## config.mk

```make
export PLATFORM = sky130hd
export DESIGN_NAME = prog_loader
export DESIGN_NICKNAME = d
export VERILOG_FILES = /design/src/rtl/prog_loader.sv
export SDC_FILE = /design/constraint.sdc
export NUM_CORES = 1
export LEC_CHECK = 0
export ABC_AREA = 0
export CORE_AREA = 5 5 80 97
export DETAILED_ROUTE_END_ITERATION = 8
export DIE_AREA = 0 0 85 102
export PLACE_DENSITY = 0.78
export SYNTH_ARGS = -nofsm -noshare
export SYNTH_HDL_FRONTEND = slang
export SYNTH_SLANG_ARGS = --single-unit
```

## constraint.sdc

```tcl
create_clock -name clk -period 2.4 [get_ports clk]
set_input_delay 0.48 -clock clk [delete_from_list [all_inputs] [get_ports clk]]
set_output_delay 0.48 -clock clk [all_outputs]
set_load 0.02 [all_outputs]
```

## src/rtl/prog_loader.sv

```systemverilog
// Streams a program into instruction memory while holding the CPU in reset,
// then releases the CPU a fixed number of cycles after the final word lands.
module prog_loader #(
    parameter logic [9:0]  BASE_ADDR   = 10'h200,
    parameter int unsigned HOLD_CYCLES = 4,
    parameter int unsigned DATA_W      = 32
) (
    input  logic              clk,
    input  logic              reset,
    input  logic              start,
    input  logic              in_valid,
    output logic              in_ready,
    input  logic [DATA_W-1:0] in_data,
    input  logic              in_last,
    output logic              imem_we,
    output logic [9:0]        imem_addr,
    output logic [DATA_W-1:0] imem_wdata,
    output logic              cpu_reset,
    output logic              done,
    output logic              err,
    output logic [10:0]       word_count
);

    localparam int unsigned ADDR_W = 10;
    localparam int unsigned CNT_W  = 11;
    localparam int unsigned HOLD_W = 4;

    typedef enum logic [2:0] {
        IDLE  = 3'd0,
        LOAD  = 3'd1,
        HOLD  = 3'd2,
        RUN   = 3'd3,
        ERROR = 3'd4
    } state_t;

    state_t              state;
    state_t              state_next;
    logic [ADDR_W-1:0]   ptr;
    logic [ADDR_W-1:0]   ptr_next;
    logic [CNT_W-1:0]    count_next;
    logic [HOLD_W-1:0]   hold_cnt;
    logic [HOLD_W-1:0]   hold_next;
    logic                accept_c;

    // Next-state and datapath update; the pointer saturates at the top of memory.
    always_comb begin
        state_next = state;
        ptr_next   = ptr;
        count_next = word_count;
        hold_next  = hold_cnt;
        accept_c   = 1'b0;
        case (state)
            IDLE: begin
                if (start) state_next = LOAD;
            end
            LOAD: begin
                if (in_valid) begin
                    accept_c   = 1'b1;
                    count_next = word_count + CNT_W'(1);
                    if (ptr != '1) ptr_next = ptr + ADDR_W'(1);
                    if (in_last) begin
                        state_next = HOLD;
                        hold_next  = '0;
                    end else if (ptr == '1) begin
                        state_next = ERROR;
                    end
                end
            end
            HOLD: begin
                if (hold_cnt == HOLD_W'(HOLD_CYCLES - 1)) state_next = RUN;
                else hold_next = hold_cnt + HOLD_W'(1);
            end
            default: begin
            end
        endcase
    end

    // State register plus registered outputs decoded from the next state.
    always_ff @(posedge clk) begin
        if (reset) begin
            state      <= IDLE;
            ptr        <= BASE_ADDR;
            word_count <= '0;
            hold_cnt   <= '0;
            imem_we    <= 1'b0;
            imem_addr  <= BASE_ADDR;
            imem_wdata <= '0;
            in_ready   <= 1'b0;
            cpu_reset  <= 1'b1;
            done       <= 1'b0;
            err        <= 1'b0;
        end else begin
            state      <= state_next;
            ptr        <= ptr_next;
            word_count <= count_next;
            hold_cnt   <= hold_next;
            imem_we    <= accept_c;
            if (accept_c) begin
                imem_addr  <= ptr;
                imem_wdata <= in_data;
            end
            in_ready   <= (state_next == LOAD);
            cpu_reset  <= (state_next != RUN);
            done       <= (state_next == RUN);
            err        <= (state_next == ERROR);
        end
    end

endmodule

```

==> results of run 1 <==
==> sequential cells by signal, summed over array words and instances (netlist names) <==
register / flops
state: 3
imem_wdata: 32
done: 1
err: 1
in_ready: 1
imem_addr: 10
hold_cnt: 4
ptr: 10
cpu_reset: 1
imem_we: 1
word_count: 11
==> cells in the mapped netlist (5+ instances only) <==
| cell type | n | share of area [%] |
|---|---|---|
| o21ai_0 | 5 | 0.83 |
| nand4_1 | 9 | 1.9 |
| or3_1 | 5 | 1.0 |
| nand2_1 | 92 | 11 |
| xnor2_1 | 6 | 1.7 |
| nand3_1 | 7 | 1.2 |
| a21oi_1 | 53 | 8.8 |
| nor2_1 | 19 | 2.4 |
| dfxtp_1 | 75 | 50 |
| buf_2 | 9 | 1.5 |
| clkbuf_1 | 12 | 1.5 |
==> cells by family after synthesis <==
family	Yosys count
multiplexers	4
adder cells (fa/ha/maj)	3
AO/OA/AOI/OAI	70
buffers and inverters	29
flip-flops	75
AND/OR/NAND/NOR	161
XOR/XNOR	10
==> worst min-delay path by stage <==
stage / slack [ps] / from / to / depth (start not counted)
floorplan: 450 / hold_cnt[1]$_SDFFE_PP0P_ / hold_cnt[1]$_SDFFE_PP0P_ / 2
global placement: 440 / imem_wdata[1]$_SDFFE_PP0P_ / imem_wdata[1]$_SDFFE_PP0P_ / 2
detailed placement: 450 / imem_wdata[26]$_SDFFE_PP0P_ / imem_wdata[26]$_SDFFE_PP0P_ / 2
CTS: 460 / imem_wdata[26]$_SDFFE_PP0P_ / imem_wdata[26]$_SDFFE_PP0P_ / 2
global route: 480 / imem_wdata[25]$_SDFFE_PP0P_ / imem_wdata[25]$_SDFFE_PP0P_ / 2
finish: 450 / imem_wdata[3]$_SDFFE_PP0P_ / imem_wdata[3]$_SDFFE_PP0P_ / 2
==> power by group <==
part           switching [mW]  internal [mW]  total, mW
Clock                   0.454          0.370      0.824
Combinational           0.177          0.167      0.344
Sequential             0.0293           1.29       1.32
==> area by class of cell <==
class                           instances  area (µm²)  area share, %
Tap cell                               87         109           2.62
Clock buffer                            9         124           2.98
Inverter                                4        15.0          0.361
Sequential cell                        75        1500           36.1
Multi-Input combinational cell        248        1360           32.8
Clock inverter                          6        43.8           1.05
Timing Repair Buffer                  103        1000           24.1
==> tightest hold or removal path: stages, from the launching register on <==
cell and delay, ps:
dfxtp_1 310, nand2_1 50, a21oi_1 50
==> per-layer routing <==
layer | track usage [%] | vias to the layer above | routed length, µm
met5 | 0 | - | 0
met4 | 7.06 | 0 | 54
met3 | 4.52 | 4 | 418
met2 | 28.7 | 79 | 3680
met1 | 20.9 | 1261 | 3190
li1 | - | 1375 | -
==> impl_metrics.ini, run 1 <==
[clocking]
cts_tree = built
cts_setup_buffers = 0
ctsResizeCount = 0
numCtsBuffers = 9
clock-root-buffer = clkbuf_8
clk_path_buf_depth = 2
cts_max_level = 3
path_clk_slew_ps = 80
cts_sinks = 75
clock_latency_ps = 340
hold_buffers = 0

[synth]
synth_cell_type_count = 44
synth_xor_area_share_pct = 2.91
synth_seq_cells = 75
synth_cells = 352
synth_compound_area_share_pct = 13.9
synthMuxAreaShare_pct = 1.37
synth_edf_count = 0
synth_fa_ha_area_share_pct = 1.25
synth_top_family_by_area = simple AND/OR/NAND/NOR gates
synth-main-ff-cell = dfxtp_1
synth-simple-area-share_pct = 25.9
syn-num-nets = 392
netlist_area_um2 = 3010
async_flop_share_pct = 0
synth_seq_area_share_pct = 49.9
synth_area_per_cell_um2 = 8.54
synth.yosys.warnings = 0

[worst_setup_path]
end_kind = primary output
worstPathArrival_ps = 1470
crit_type = flop to primary output
startpoint_type = flop
crit_slowest_cell = clkdlybuf4s50_1
cp_top_family = buffers and inverters
worstReg2RegEnd = word_count[10]$_SDFFE_PP0P_
worstPathCellList = clkdlybuf4s50_1
critical_path_depth = 1
slowest_delay_ps = 660
critPathLaunch = word_count[2]$_SDFFE_PP0P_
r2r_setup_slack_ps = 630
worst-r2r-cell-count = 5
crit-reg2reg-launch = state[0]$_SDFF_PP0_
crit_fanout = 7
cp_data_required_time_ps = 1920
critPathBufInv = 1
crit_end = word_count[2]

[floorplan]
rows = 33
die_h_um = 102
die_w_um = 85
core_um2 = 6690
dieArea_um2 = 8670
start_util_pct = 44.9
ios = 95

[detailed_routing]
postRouteWirelength_mm = 7.34
avgViaCountPerCell = 5.11
drtAntennaViolNets = 0
wire_per_inst_um = 13.8
drtIter0Drc = 131
firstDrtPassIters = 4
vias = 2719
drc = 0

[global_route]
gr-total-overflow = 0
grt_usage_pct = 17.1
grt_start_max_net_pins = 30
grt_first_pass_wirelength_mm = 12.0
antenna_found_initial = 0
first_global_vias = 2541

[flow_run]
maxCapViolations = 0

[cells_and_area]
n_antenna_cell = 0
fillerInstances = 587
fin_util_pct = 62.2
stdcell_area_um2 = 4160
layout.nets = 481
final_common_cell = clkdlybuf4s50_1
fin_cells = 532
final_cell_mix = clkdlybuf4s50_1 (93), nand2_1 (92), dfxtp_1 (75)
layout-drive-gt1-share_pct = 8.31
synthToLayoutAreaGrowth_pct = 38.3

[timing]
layout_min_cycle_time_ps = 1950
fin_ws_ps = 448
setup-violations-final = 0
period_share_pct = 81.3
fmax_mhz = 512
skew_ps = 12.2
tns_ps = 0
timing_hold_violations_final = 0
rsz0062_at_grt = no
slew_headroom_pct = 65.3
worstMarginPinSlew_ps = 520
slew_viol_final = 0
hold_ws_ps = 454

[pwr]
p_leak_nw = 1.43
ir_worst_vdd_uv = 362
total_power_mw = 2.48
p_per_area_nw_per_um2 = 597

[placed_design]
placed_cells = 517
pre_cts_slack_ps = 137
dp_hpwl_mm = 5.29
port_buffers = 94
dpl_cell_area_um2 = 3990
gp_congestion = 0.843

[min_path]
worst_hold_path_type = flop to flop

[run_status]
status = finished clean
No activity file was read; power rests on OpenSTA's default activity.
==> inputs of run 2 (changes only) <==
--- a/config.mk
+++ b/config.mk
@@ -6,10 +6,10 @@
 export NUM_CORES = 1
 export LEC_CHECK = 0
 export ABC_AREA = 0
-export CORE_AREA = 5 5 80 97
+export CORE_AREA = 5 5 84 101
 export DETAILED_ROUTE_END_ITERATION = 8
-export DIE_AREA = 0 0 85 102
-export PLACE_DENSITY = 0.78
+export DIE_AREA = 0 0 89 106
+export PLACE_DENSITY = 0.75
 export SYNTH_ARGS = -nofsm -noshare
 export SYNTH_HDL_FRONTEND = slang
 export SYNTH_SLANG_ARGS = --single-unit
==> constraint.sdc (replaced) <==
create_clock -name clk -period 1.7 [get_ports clk]
set_input_delay 0.34 -clock clk [delete_from_list [all_inputs] [get_ports clk]]
set_output_delay 0.34 -clock clk [all_outputs]
set_load 0.02 [all_outputs]
==> run 2 against run 1 <==
Compared with the run above: combinational power rose by 51%; routed wire length rose by 6.1%; sequential share of layout area fell by 2.2 points; worst hold slack got worse by 130 ps; register-to-register slack got worse by 490 ps; worst setup slack got worse by 400 ps; cell count rose by 4.1%; design area rose by 6.5%; global-route usage fell by 0.88 points; largest power group unchanged.
==> impl_metrics.ini, run 2 (same netlist as run 1, synthesis figures left out) <==
[clocking]
numCtsBuffers = 9
cts_tree = built
clk_path_buf_depth = 2
hold_buffers = 0
clock_latency_ps = 340
path_clk_slew_ps = 80
cts_sinks = 75
clock-root-buffer = clkbuf_8
cts_max_level = 3

[placed_design]
gp_congestion = 0.790
dp_hpwl_mm = 5.55
dpl_cell_area_um2 = 4120
port_buffers = 94
pre_cts_slack_ps = -302
placed_cells = 538

[global_route]
grt_usage_pct = 16.2
grt_start_max_net_pins = 37
grt_first_pass_wirelength_mm = 12.2
first_global_vias = 2605
gr-total-overflow = 0
antenna_found_initial = 0

[floorplan]
rows = 35
ios = 95
core_um2 = 7490
dieArea_um2 = 9430
start_util_pct = 40.2
die_w_um = 89
die_h_um = 106

[detailed_routing]
firstDrtPassIters = 4
vias = 2761
drc = 0
drtAntennaViolNets = 0
wire_per_inst_um = 14.1
postRouteWirelength_mm = 7.79
avgViaCountPerCell = 4.98
drtIter0Drc = 132

[timing]
fin_ws_ps = 47.0
slew_headroom_pct = 71.9
fmax_mhz = 605
period_share_pct = 97.2
skew_ps = 9.28
setup-violations-final = 0
worstMarginPinSlew_ps = 420
timing_hold_violations_final = 0
layout_min_cycle_time_ps = 1650
slew_viol_final = 0

[cells_and_area]
n_antenna_cell = 0
seqCellArea_um2 = 1500
largest_reg_flops = 32
largest-register = imem_wdata
layout-drive-gt1-share_pct = 13.2
fin_cells = 554
fin_util_pct = 59.1
reg_top3 = imem_wdata: 32 flops, word_count: 11 flops
synthToLayoutAreaGrowth_pct = 47.3
stdcell_area_um2 = 4430
multi_input_area_um2 = 1390
layout.nets = 498
final_common_cell = nand2_1
final_cell_mix = nand2_1 (92), dfxtp_1 (74), clkdlybuf4s50_1 (74)
fillerInstances = 672

[pwr]
p_per_area_nw_per_um2 = 936
p_leak_nw = 1.76
ir_worst_vdd_uv = 605
total_power_mw = 4.15

[worst_setup_path]
worstPathArrival_ps = 1310
crit_fanout = 2
slowest_delay_ps = 630
critPathBufInv = 1
worstPathCellList = clkdlybuf4s50_1
cp_data_required_time_ps = 1360
end_kind = primary output
startpoint_type = flop
crit_type = flop to primary output
crit_slowest_cell = clkdlybuf4s50_1
cp_top_family = buffers and inverters

[run_status]
status = finished clean

[min_path]
worst_hold_path_type = input pin to flop

[flow_run]
maxCapViolations = 0
run 2: report_power, final:
part	total [mW]	switching, mW	leakage [nW]	internal, mW
Clock	1.78	0.656	0.130	1.12
Combinational	0.518	0.262	1.02	0.256
Sequential	1.85	0.0336	0.608	1.82
Total	4.15	0.952	1.76	3.19
run 2: repair_timing:
| action | CTS | global route |
|---|---|---|
| pin swaps | 0 | 2 |
| setup buffers | 0 | 1 |
| endpoints found under the setup margin | 10 | 25 |
| gates resized for setup | 10 | 18 |
run 2: area by class of cell:
type,instances,area share [%]
Inverter,4,0.339
Tap cell,92,2.60
Clock buffer,9,2.80
Clock inverter,6,3.11
Sequential cell,75,33.9
Timing Repair Buffer,120,25.8
Multi-Input combinational cell,248,31.4
run 2: through the flow:
stage | hold WS [ps] | setup TNS, ps
after floorplan | 449 | 0
after global placement | 441 | -14570
after detailed placement | 447 | -16050
after CTS | 316 | 0
after global routing | 346 | -28.5
final | 328 | 0
run 2: layer usage:
layer	vias to the layer above	wire length, µm	GRT usage (%)
li1	1413	-	-
met1	1262	3190	18.4
met2	77	3940	28.7
met3	9	583	4.96
met4	0	78	4.79
met5	-	0	0
run 2: worst paths after layout:
path                                 endpoint                   startpoint  cells past startpoint  slack, ps
hold reg to reg   imem_wdata[10]$_SDFFE_PP0P_  imem_wdata[10]$_SDFFE_PP0P_                      2        460
hold / removal            state[0]$_SDFF_PP0_                        reset                      2        330
setup / recovery               imem_wdata[27]  imem_wdata[27]$_SDFFE_PP0P_                      1         50
setup reg to reg          ptr[6]$_SDFFE_PP0P_          ptr[0]$_SDFFE_PP0P_                      6        140
